## config.mk

```make
export PLATFORM = sky130hd
export DESIGN_NAME = chan_err_inject
export DESIGN_NICKNAME = d
export VERILOG_FILES = /design/src/rtl/chan_err_pkg.sv /design/src/rtl/chan_lfsr.sv /design/src/rtl/chan_err_inject.sv
export SDC_FILE = /design/constraint.sdc
export NUM_CORES = 1
export LEC_CHECK = 0
export CAP_MARGIN = 0
export CELL_PAD_IN_SITES_DETAIL_PLACEMENT = 0
export CELL_PAD_IN_SITES_GLOBAL_PLACEMENT = 1
export CORE_MARGIN = 4
export CORE_UTILIZATION = 25
export CTS_BUF_LIST = sky130_fd_sc_hd__clkbuf_4
export DETAILED_ROUTE_END_ITERATION = 10
export GPL_TIMING_DRIVEN = 0
export PLACE_DENSITY = 0.59
export SYNTH_ARGS = -nofsm -noshare
export SYNTH_HDL_FRONTEND = slang
export SYNTH_HIERARCHICAL = 1
export SYNTH_SLANG_ARGS = --single-unit
```

## constraint.sdc

```tcl
create_clock -name clk -period 6.8 [get_ports clk]
set_input_delay 1.02 -clock clk [delete_from_list [all_inputs] [get_ports clk]]
set_output_delay 1.02 -clock clk [all_outputs]
set_load 0.01 [all_outputs]
```

## src/rtl/chan_err_pkg.sv

```systemverilog
// Shared types and helpers for the channel error-injection stage.
package chan_err_pkg;

  typedef enum logic [1:0] {
    MODE_OFF      = 2'd0,
    MODE_PERIODIC = 2'd1,
    MODE_BURST    = 2'd2,
    MODE_RANDOM   = 2'd3
  } mode_e;

  typedef enum logic [1:0] {
    ST_IDLE = 2'd0,
    ST_RUN  = 2'd1,
    ST_DONE = 2'd2
  } state_e;

  // Fibonacci tap masks (bit i set = stage i+1 feeds back), maximal length.
  localparam logic [63:0] LFSR_TAPS_8  = 64'h0000_0000_0000_00B8;
  localparam logic [63:0] LFSR_TAPS_16 = 64'h0000_0000_0000_B400;
  localparam logic [63:0] LFSR_TAPS_24 = 64'h0000_0000_00E1_0000;
  localparam logic [63:0] LFSR_TAPS_32 = 64'h0000_0000_8020_0003;

  // Unlisted widths fall back to x^w + x^(w-1) + 1, which is only maximal for some w.
  function automatic logic [63:0] lfsr_taps(input int w);
    logic [63:0] t;
    case (w)
      8:       t = LFSR_TAPS_8;
      16:      t = LFSR_TAPS_16;
      24:      t = LFSR_TAPS_24;
      32:      t = LFSR_TAPS_32;
      default: t = (64'd3 << (w - 2));
    endcase
    return t;
  endfunction

  function automatic logic [63:0] popcount(input logic [63:0] v);
    logic [63:0] c;
    c = '0;
    for (int i = 0; i < 64; i++) begin
      if (v[i]) c = c + 64'd1;
    end
    return c;
  endfunction

  // Adds inc to v, clamping at maxv; written to avoid overflowing the 64-bit sum.
  function automatic logic [63:0] sat_add(input logic [63:0] v, input logic [63:0] inc,
                                          input logic [63:0] maxv);
    logic [63:0] r;
    if ((maxv - v) < inc) r = maxv;
    else                  r = v + inc;
    return r;
  endfunction

endpackage

```

## src/rtl/chan_lfsr.sv

```systemverilog
// Fibonacci LFSR used by the random error mode; a zero seed is replaced by 1.
module chan_lfsr
  import chan_err_pkg::*;
#(
  parameter int LFSR_W = 16
) (
  input  logic              clk,
  input  logic              rst,
  input  logic              load,
  input  logic [LFSR_W-1:0] seed,
  input  logic              step,
  output logic [LFSR_W-1:0] value
);

  localparam logic [LFSR_W-1:0] TAPS = LFSR_W'(lfsr_taps(LFSR_W));

  logic fb;
  assign fb = ^(value & TAPS);

  // Load takes priority over stepping; the all-zero lock-up state is never entered.
  always_ff @(posedge clk) begin
    if (rst) begin
      value <= LFSR_W'(1);
    end else if (load) begin
      value <= (seed == '0) ? LFSR_W'(1) : seed;
    end else if (step) begin
      value <= {value[LFSR_W-2:0], fb};
    end
  end

endmodule

```

## src/rtl/chan_err_inject.sv

```systemverilog
// Channel impairment stage: corrupts encoder symbols by mode/mask within a bounded
// window and keeps injection statistics.
// Optional BER monitor (source-bit FIFO vs decoder output) built when CHAN_BER_CHECK_EN is defined.
//
// state   | meaning
// ST_IDLE | after reset, symbols pass clean, waiting for start
// ST_RUN  | injecting errors and counting symbols
// ST_DONE | window exhausted, symbols pass clean, waiting for start
module chan_err_inject
  import chan_err_pkg::*;
#(
  parameter int W         = 2,
  parameter int PER_W     = 16,
  parameter int LFSR_W    = 16,
  parameter int CNT_W     = 32,
  parameter int BER_DEPTH = 64
) (
  input  logic              clk,
  input  logic              rst,
  input  logic [1:0]        cfg_mode,
  input  logic [PER_W-1:0]  cfg_period,
  input  logic [PER_W-1:0]  cfg_burst_len,
  input  logic [W-1:0]      cfg_mask,
  input  logic [LFSR_W-1:0] cfg_thresh,
  input  logic [LFSR_W-1:0] cfg_seed,
  input  logic [CNT_W-1:0]  cfg_window,
  input  logic              start,
  input  logic              in_valid,
  input  logic [W-1:0]      in_sym,
  output logic              out_valid,
  output logic [W-1:0]      out_sym,
  output logic              busy,
  output logic              done,
  output logic [CNT_W-1:0]  sym_cnt,
  output logic [CNT_W-1:0]  err_sym_cnt,
  output logic [CNT_W-1:0]  err_bit_cnt
`ifdef CHAN_BER_CHECK_EN
  ,
  input  logic              src_valid,
  input  logic              src_bit,
  input  logic              dec_valid,
  input  logic              dec_bit,
  output logic [CNT_W-1:0]  cmp_cnt,
  output logic [CNT_W-1:0]  mis_cnt,
  output logic              fifo_ovf
`endif
);

  localparam logic [CNT_W-1:0] CNT_MAX = '1;

  state_e            state, state_nx;
  mode_e             mode_q;
  logic [PER_W-1:0]  period_q, burst_q, phase, period_eff;
  logic [W-1:0]      mask_q;
  logic [LFSR_W-1:0] thresh_q, lfsr_val;
  logic [CNT_W-1:0]  window_q, sym_cnt_nx;
  logic              start_acc, proc, inj, inj_act;

  assign start_acc  = start && (state != ST_RUN);
  assign proc       = (state == ST_RUN) && in_valid;
  assign period_eff = (period_q == '0) ? PER_W'(1) : period_q;
  assign sym_cnt_nx = CNT_W'(sat_add(64'(sym_cnt), 64'd1, 64'(CNT_MAX)));
  assign inj_act    = proc && inj;
  assign busy       = (state == ST_RUN);
  assign done       = (state == ST_DONE);

  chan_lfsr #(.LFSR_W(LFSR_W)) u_lfsr (
    .clk   (clk),
    .rst   (rst),
    .load  (start_acc),
    .seed  (cfg_seed),
    .step  (proc),
    .value (lfsr_val)
  );

  // Injection decision from the current phase / LFSR value.
  always_comb begin
    inj = 1'b0;
    case (mode_q)
      MODE_PERIODIC: inj = (phase == '0);
      MODE_BURST:    inj = (phase < burst_q);
      MODE_RANDOM:   inj = (lfsr_val < thresh_q);
      default:       inj = 1'b0;
    endcase
  end

  // State register.
  always_ff @(posedge clk) begin
    if (rst) state <= ST_IDLE;
    else     state <= state_nx;
  end

  // Next state: the symbol that fills the window is counted, DONE follows one cycle later.
  always_comb begin
    state_nx = state;
    case (state)
      ST_IDLE: if (start) state_nx = ST_RUN;
      ST_RUN:  if (proc && (window_q != '0) && (sym_cnt_nx == window_q)) state_nx = ST_DONE;
      ST_DONE: if (start) state_nx = ST_RUN;
      default: state_nx = ST_IDLE;
    endcase
  end

  // Datapath, configuration latch, phase and statistics.
  always_ff @(posedge clk) begin
    if (rst) begin
      out_valid   <= 1'b0;
      out_sym     <= '0;
      mode_q      <= MODE_OFF;
      period_q    <= '0;
      burst_q     <= '0;
      mask_q      <= '0;
      thresh_q    <= '0;
      window_q    <= '0;
      phase       <= '0;
      sym_cnt     <= '0;
      err_sym_cnt <= '0;
      err_bit_cnt <= '0;
    end else begin
      out_valid <= in_valid;
      if (in_valid) out_sym <= in_sym ^ (inj_act ? mask_q : '0);
      if (start_acc) begin
        mode_q      <= mode_e'(cfg_mode);
        period_q    <= cfg_period;
        burst_q     <= cfg_burst_len;
        mask_q      <= cfg_mask;
        thresh_q    <= cfg_thresh;
        window_q    <= cfg_window;
        phase       <= '0;
        sym_cnt     <= '0;
        err_sym_cnt <= '0;
        err_bit_cnt <= '0;
      end else if (proc) begin
        sym_cnt <= sym_cnt_nx;
        phase   <= (phase >= period_eff - PER_W'(1)) ? '0 : phase + PER_W'(1);
        if (inj) begin
          err_sym_cnt <= CNT_W'(sat_add(64'(err_sym_cnt), 64'd1, 64'(CNT_MAX)));
          err_bit_cnt <= CNT_W'(sat_add(64'(err_bit_cnt), popcount(64'(mask_q)), 64'(CNT_MAX)));
        end
      end
    end
  end

`ifdef CHAN_BER_CHECK_EN
  localparam int AW = $clog2(BER_DEPTH);

  logic          fifo_mem [BER_DEPTH];
  logic [AW:0]   wr_ptr, rd_ptr;
  logic          fifo_empty, fifo_full, push_req, push, pop;

  assign fifo_empty = (wr_ptr == rd_ptr);
  assign fifo_full  = (wr_ptr[AW] != rd_ptr[AW]) && (wr_ptr[AW-1:0] == rd_ptr[AW-1:0]);
  assign push_req   = (state == ST_RUN) && src_valid;
  assign pop        = dec_valid && !fifo_empty;
  assign push       = push_req && (!fifo_full || pop);

  // FIFO storage; contents need no reset since pointers define occupancy.
  always_ff @(posedge clk) begin
    if (push) fifo_mem[wr_ptr[AW-1:0]] <= src_bit;
  end

  // FIFO pointers, comparison counters and sticky overflow flag.
  always_ff @(posedge clk) begin
    if (rst || start_acc) begin
      wr_ptr   <= '0;
      rd_ptr   <= '0;
      cmp_cnt  <= '0;
      mis_cnt  <= '0;
      fifo_ovf <= 1'b0;
    end else begin
      if (push) wr_ptr <= wr_ptr + (AW+1)'(1);
      if (push_req && !push) fifo_ovf <= 1'b1;
      if (pop) begin
        rd_ptr  <= rd_ptr + (AW+1)'(1);
        cmp_cnt <= CNT_W'(sat_add(64'(cmp_cnt), 64'd1, 64'(CNT_MAX)));
        if (fifo_mem[rd_ptr[AW-1:0]] != dec_bit)
          mis_cnt <= CNT_W'(sat_add(64'(mis_cnt), 64'd1, 64'(CNT_MAX)));
      end
    end
  end
`endif

endmodule

```

Word level (Yosys, flattened, before mapping)
Index checks and enable logic that the tools add are counted. Widths: inputs -> output; s select.

Order comparisons: 6. Equality and inequality tests: 9. Bitwise logic cells: 1. Muxes and demuxes: 23. $add $sub $neg: 9. Reductions and logical operators: 16.

Operator list (number): $mux 64 (9); $lt 64x1->1 const B (2); $sub 32x32->33 const A (3); $mux 32 (3); $mux 16 (5); $add 32x1->32 const B (2); $add 64x1->64 const B (1); $lt 64x64->1 (1); $logic_not 16->1 (3); $add 32x32->32 (1); $eq 32x32->1 (1); $lt 16x16->1 (2); $reduce_bool 32->1 (1); $add 16x1->16 const B (1); $ge 16x16->1 (1); $reduce_xor 16->1 (1); $sub 16x1->16 const B (1); $eq 2x2->1 const B (3); $mux 2 (3); $ne 2x1->1 const B (3); $logic_and 1x1->1 (5); $eq 2x1->1 const B (2); $pmux 2 s2 (1); $reduce_and 2->1 (2); other kinds (6) (7).

Word-level logic and storage cells: 78. Flip-flop bits (word level): 217. Output and inout port bits: 101. Bits of input ports: 106.

Depth between registers and ports, before layout
Depth after elaboration: 14. Gate-level depth with buffers: 19. Mapped depth without buffers: 18.

Hierarchy
Netlist, hierarchy kept.

By module, submodules not included: chan_err_inject (area each 11403.4 um2, cells an instance 1440, instances 1, sequential area each 4023.9 um2); chan_lfsr (area each 772.0 um2, cells an instance 95, instances 1, sequential area each 320.3 um2).

Worst setup path after synthesis
No wires, ideal clock.

Path kind: flip-flop to flip-flop. From: register period_q[6]. To: register phase[10]. Path buffers: 1. Stages on the path, launching flop included: 17. Library setup time: 0.065 ns. Required time: 6.735 ns. Slack: 2.684 ns. Arrival time: 4.051 ns. Clock period less this slack: 4.116 ns. Path through: dfxtp_1 > or4_1 > nor4_1 > nand2b_1 > nor4b_1 > a21oi_1 > ha_1 > ha_1 > a21o_1 > a21o_1 > a21o_1 > a21o_1 > a21o_1 > a211o_1 > a31o_2 > clkbuf_1 > nor2_1.

Longest elaborated chain between the ends: 5.

Ends and longest elaborated chain: start, declared (RTL line chan_err_inject.sv:53) `logic [PER_W-1:0] period_q, burst_q, phase, period_eff;`; start signal, assigned (RTL line chan_err_inject.sv:124) `period_q <= cfg_period;`; $logic_not 16->1 (RTL line chan_err_inject.sv:61) `assign period_eff = (period_q == '0) ? PER_W'(1) : period_q;`; $mux 16 * (RTL line chan_err_inject.sv:61); $sub 16x1->16 * (RTL line chan_err_inject.sv:135) `phase <= (phase >= period_eff - PER_W'(1)) ? '0 : phase + PER_W'(1);`; $ge 16x16->1 * (RTL line chan_err_inject.sv:135); $mux 16 * (RTL line chan_err_inject.sv:135); end signal, assigned (RTL line chan_err_inject.sv:135); end, declared (RTL line chan_err_inject.sv:53).

Mark *: on every way between the ends. The rest lies on a longest branch, timed or not. A chain may end at the register's enable or synchronous reset.

Final worst setup path
From: register period_q[6]. To: register phase[8].

Same word-level chain as after synthesis.

==> results.json <==
{
  "hold_viol_final": 0,
  "cp.arrival_ns": 5.57,
  "fin_setup_tns_ns": 0,
  "hold_class": "reg -> reg",
  "cts_htree_levels": 3,
  "tightest_slew_ns": 0.851,
  "cts_setup_buffers": 0,
  "fmax_mhz": 204,
  "cts_root_buffer": "clkbuf_4",
  "ys_async_sr_fraction_pct": 0,
  "initial_utilization_pct": 25.4,
  "die_height_microns": 229,
  "place_ws_ns": 1.82,
  "cp.buffers_inverters": 1,
  "synth_most_common_cell": "nand2_1",
  "grt_start_max_net_pins": 15,
  "yosysWarnings": 6,
  "power.internal_mw": 2.19,
  "place_congestion": 0.845,
  "power_frac_clock_pct": 42.9,
  "synth_top_area_share_pct": 35.7,
  "clock_latency_ns": 0.79,
  "post-route-util_pct": 33.1,
  "timing.final.crit_share_pct": 72.2,
  "crit_type": "reg -> reg",
  "cts_resized": 0,
  "finalMaxSlewViolations": 0,
  "synth.area.top_cells": "dfxtp_1 36%, nand2_1 7.3%, a21oi_1 6.7%",
  "power_frac_seq_pct": 44.0,
  "synth_area_sq_um": 12200,
  "crit_path_end_kind": "flip-flop",
  "die_w_microns": 229,
  "synth_edf_count": 0,
  "cts-hold-fix-buffers": 0,
  "syn_avg_cell_area_sq_um": 7.93,
  "required_ns": 7.46,
  "grt.total_usage_pct": 17.6,
  "grt_first_pass_wirelength_microns": 72700,
  "crit_fanout": 10,
  "synth_cell_types": 81,
  "setup_viol": 0,
  "cpLargestDelayFamily": "simple AND/OR/NAND/NOR gates",
  "rows": 80,
  "portBuffers": 205,
  "syn2layout_area_growth_pct": 30.2,
  "wl_per_cell_microns": 18.9,
  "power.leakage_nw": 5.80,
  "ys_seq_area_share_pct": 35.7,
  "grt_pass1_vias": 12500,
  "fin_skew_ns": 0.0674,
  "slew_headroom_pct": 42.4,
  "dieArea_sq_um": 52300,
  "yosys_most_used_dff": "dfxtp_1",
  "hpwl_microns": 35500,
  "period_needed_ns": 4.91,
  "ant_nets": 0,
  "p_comb_share_pct": 13.1,
  "irDropWorstVdd_uv": 81.0,
  "power_mw": 3.09,
  "instances_no_fill": 2477,
  "worstSetupStartpointType": "flip-flop",
  "placedCellCount": 2355,
  "p_sw_mw": 0.898,
  "cts_tree": "done",
  "cp_common_cell": "a21o_1",
  "clkTransAtPathRegs_ns": 0.05,
  "crit_slowest_cell": "nor4b_1",
  "setup_slack_ns": 1.89,
  "status": "completed",
  "antenna_found_initial": 4,
  "num_vias": 12400,
  "synth_commonest_cells": "238 x nand2_1, 217 x dfxtp_1, 164 x a21oi_1, 128 x nor2_1, 62 x clkbuf_1",
  "grt_overflow": 0,
  "drc": 0,
  "synth_seq_cells": 217,
  "cts_buffers": 70,
  "cts_max_path_buffers": 3,
  "synth_area_leader_cell": "dfxtp_1",
  "cp_cell_sequence": "or4_1 -> nor4_1 -> nand2b_1 -> nor4b_1 -> a21oi_1 -> ha_1 -> ha_1 -> a21o_1 -> a21o_1 -> a21o_1 -> a21o_1 -> a21o_1 -> a211o_1 -> a31o_2 -> clkbuf_1 -> nor2_1",
  "ioPinCount": 207,
  "routed_wl_microns": 46800,
  "initialDrtViolationCount": 753,
  "switching_share_pct": 29.1,
  "drive_gt1_share_pct": 8.19,
  "final_nets": 1975,
  "fp.coreArea_sq_um": 47900,
  "syn-num-nets": 1698,
  "cap_violations": 0,
  "netlist_instances": 1535,
  "pwr_density_cell_nw_per_um2": 195,
  "max_stage_delay_ns": 0.76,
  "vias_per_cell": 5.01,
  "drt_first_pass_iters": 5,
  "grt_setup_unrepaired": "false",
  "cts.sink_count": 217
}
power by group through the flow:
stage,logic [mW],registers [mW],clock network [mW]
2_1_floorplan,0.242,1.37,0
3_3_place_gp,0.406,1.38,0
6_report,0.404,1.36,1.32
5_1_grt,0.457,1.36,1.45
4_1_cts,0.412,1.36,1.39
3_5_place_dp,0.410,1.39,0
state kept, by name (all words and copies together) (netlist names):
signal / flops
burst_q: 16
err_bit_cnt: 32
err_sym_cnt: 32
mask_q: 2
mode_q: 2
out_sym: 2
out_valid: 1
period_q: 16
phase: 16
state: 2
sym_cnt: 32
thresh_q: 16
u_lfsr/value: 16
window_q: 32
worst min-delay path: cells and delay by family, from the launching register on:
kind | cells | cell delay, ns
AO/OA/AOI/OAI | 1 | 0.05
AND/OR/NAND/NOR | 1 | 0.05
flip-flops | 1 | 0.31
cells in the final DEF, fill, tap and decap left out, types with 41 or more instances in the layout:
| master | instances |
|---|---|
| nand2_1 | 238 |
| clkbuf_4 | 99 |
| o21ai_0 | 46 |
| xor2_1 | 46 |
| nor2_1 | 127 |
| clkdlybuf4s50_1 | 205 |
| clkbuf_1 | 62 |
| nor3_1 | 48 |
| dfxtp_1 | 217 |
| a21oi_1 | 164 |
| and3_1 | 41 |
| ha_1 | 56 |
| inv_1 | 53 |
layer usage:
layer	track usage, %	part of all wire [%]	wire length [microns]	up-vias
met5	0	0.043	20	-
met4	5.64	2.3	1090	2
met3	4.09	5.6	2620	81
met2	28.5	46	21600	344
met1	23.1	46	21500	5862
li1	-	-	-	6129
path summary, 6_finish.rpt:
kind | cells past startpoint | slack (ns) | end | startpoint
max | 16 | 1.89 | phase[8] | period_q[6]
min | 2 | 0.45 | burst_q[4] | burst_q[4]
max reg2reg | 16 | 1.89 | phase[8] | period_q[6]
min reg2reg | 2 | 0.45 | burst_q[4] | burst_q[4]
cell type report:
class / count / area [sq um]
clock buffer: 99 / 743
inverter: 54 / 203
antenna: 5 / 12.5
clock inverter: 18 / 95.1
tap: 615 / 769
buffer: 89 / 362
timing repair buffer: 205 / 2050
sequential: 217 / 4340
multi-input combinational: 1175 / 7270
fill: 5171 / 32100
cells by family (layout without fill, tap and decap cells):
kind of cell,after synthesis,in the layout,synth area share (%)
and+or+nand+nor,624,624,25.3
AOI/OAI and AO/OA,382,382,19.9
DFF,217,217,35.7
buffers and inverters,143,465,4.63
xor gates and xnor gates,86,86,6.41
adders and majority gates,57,57,5.92
muxes,26,26,2.15
other,0,5,0
per-stage QoR:
step	instance area [sq um]	hold slack [ns]
3_5_place_dp	15000	0.448
4_1_cts	15800	0.458
6_report	15900	0.455
3_3_place_gp	15000	0.445
5_1_grt	15900	0.470
2_1_floorplan	12200	0.436
(Power assumes the default switching activity.)
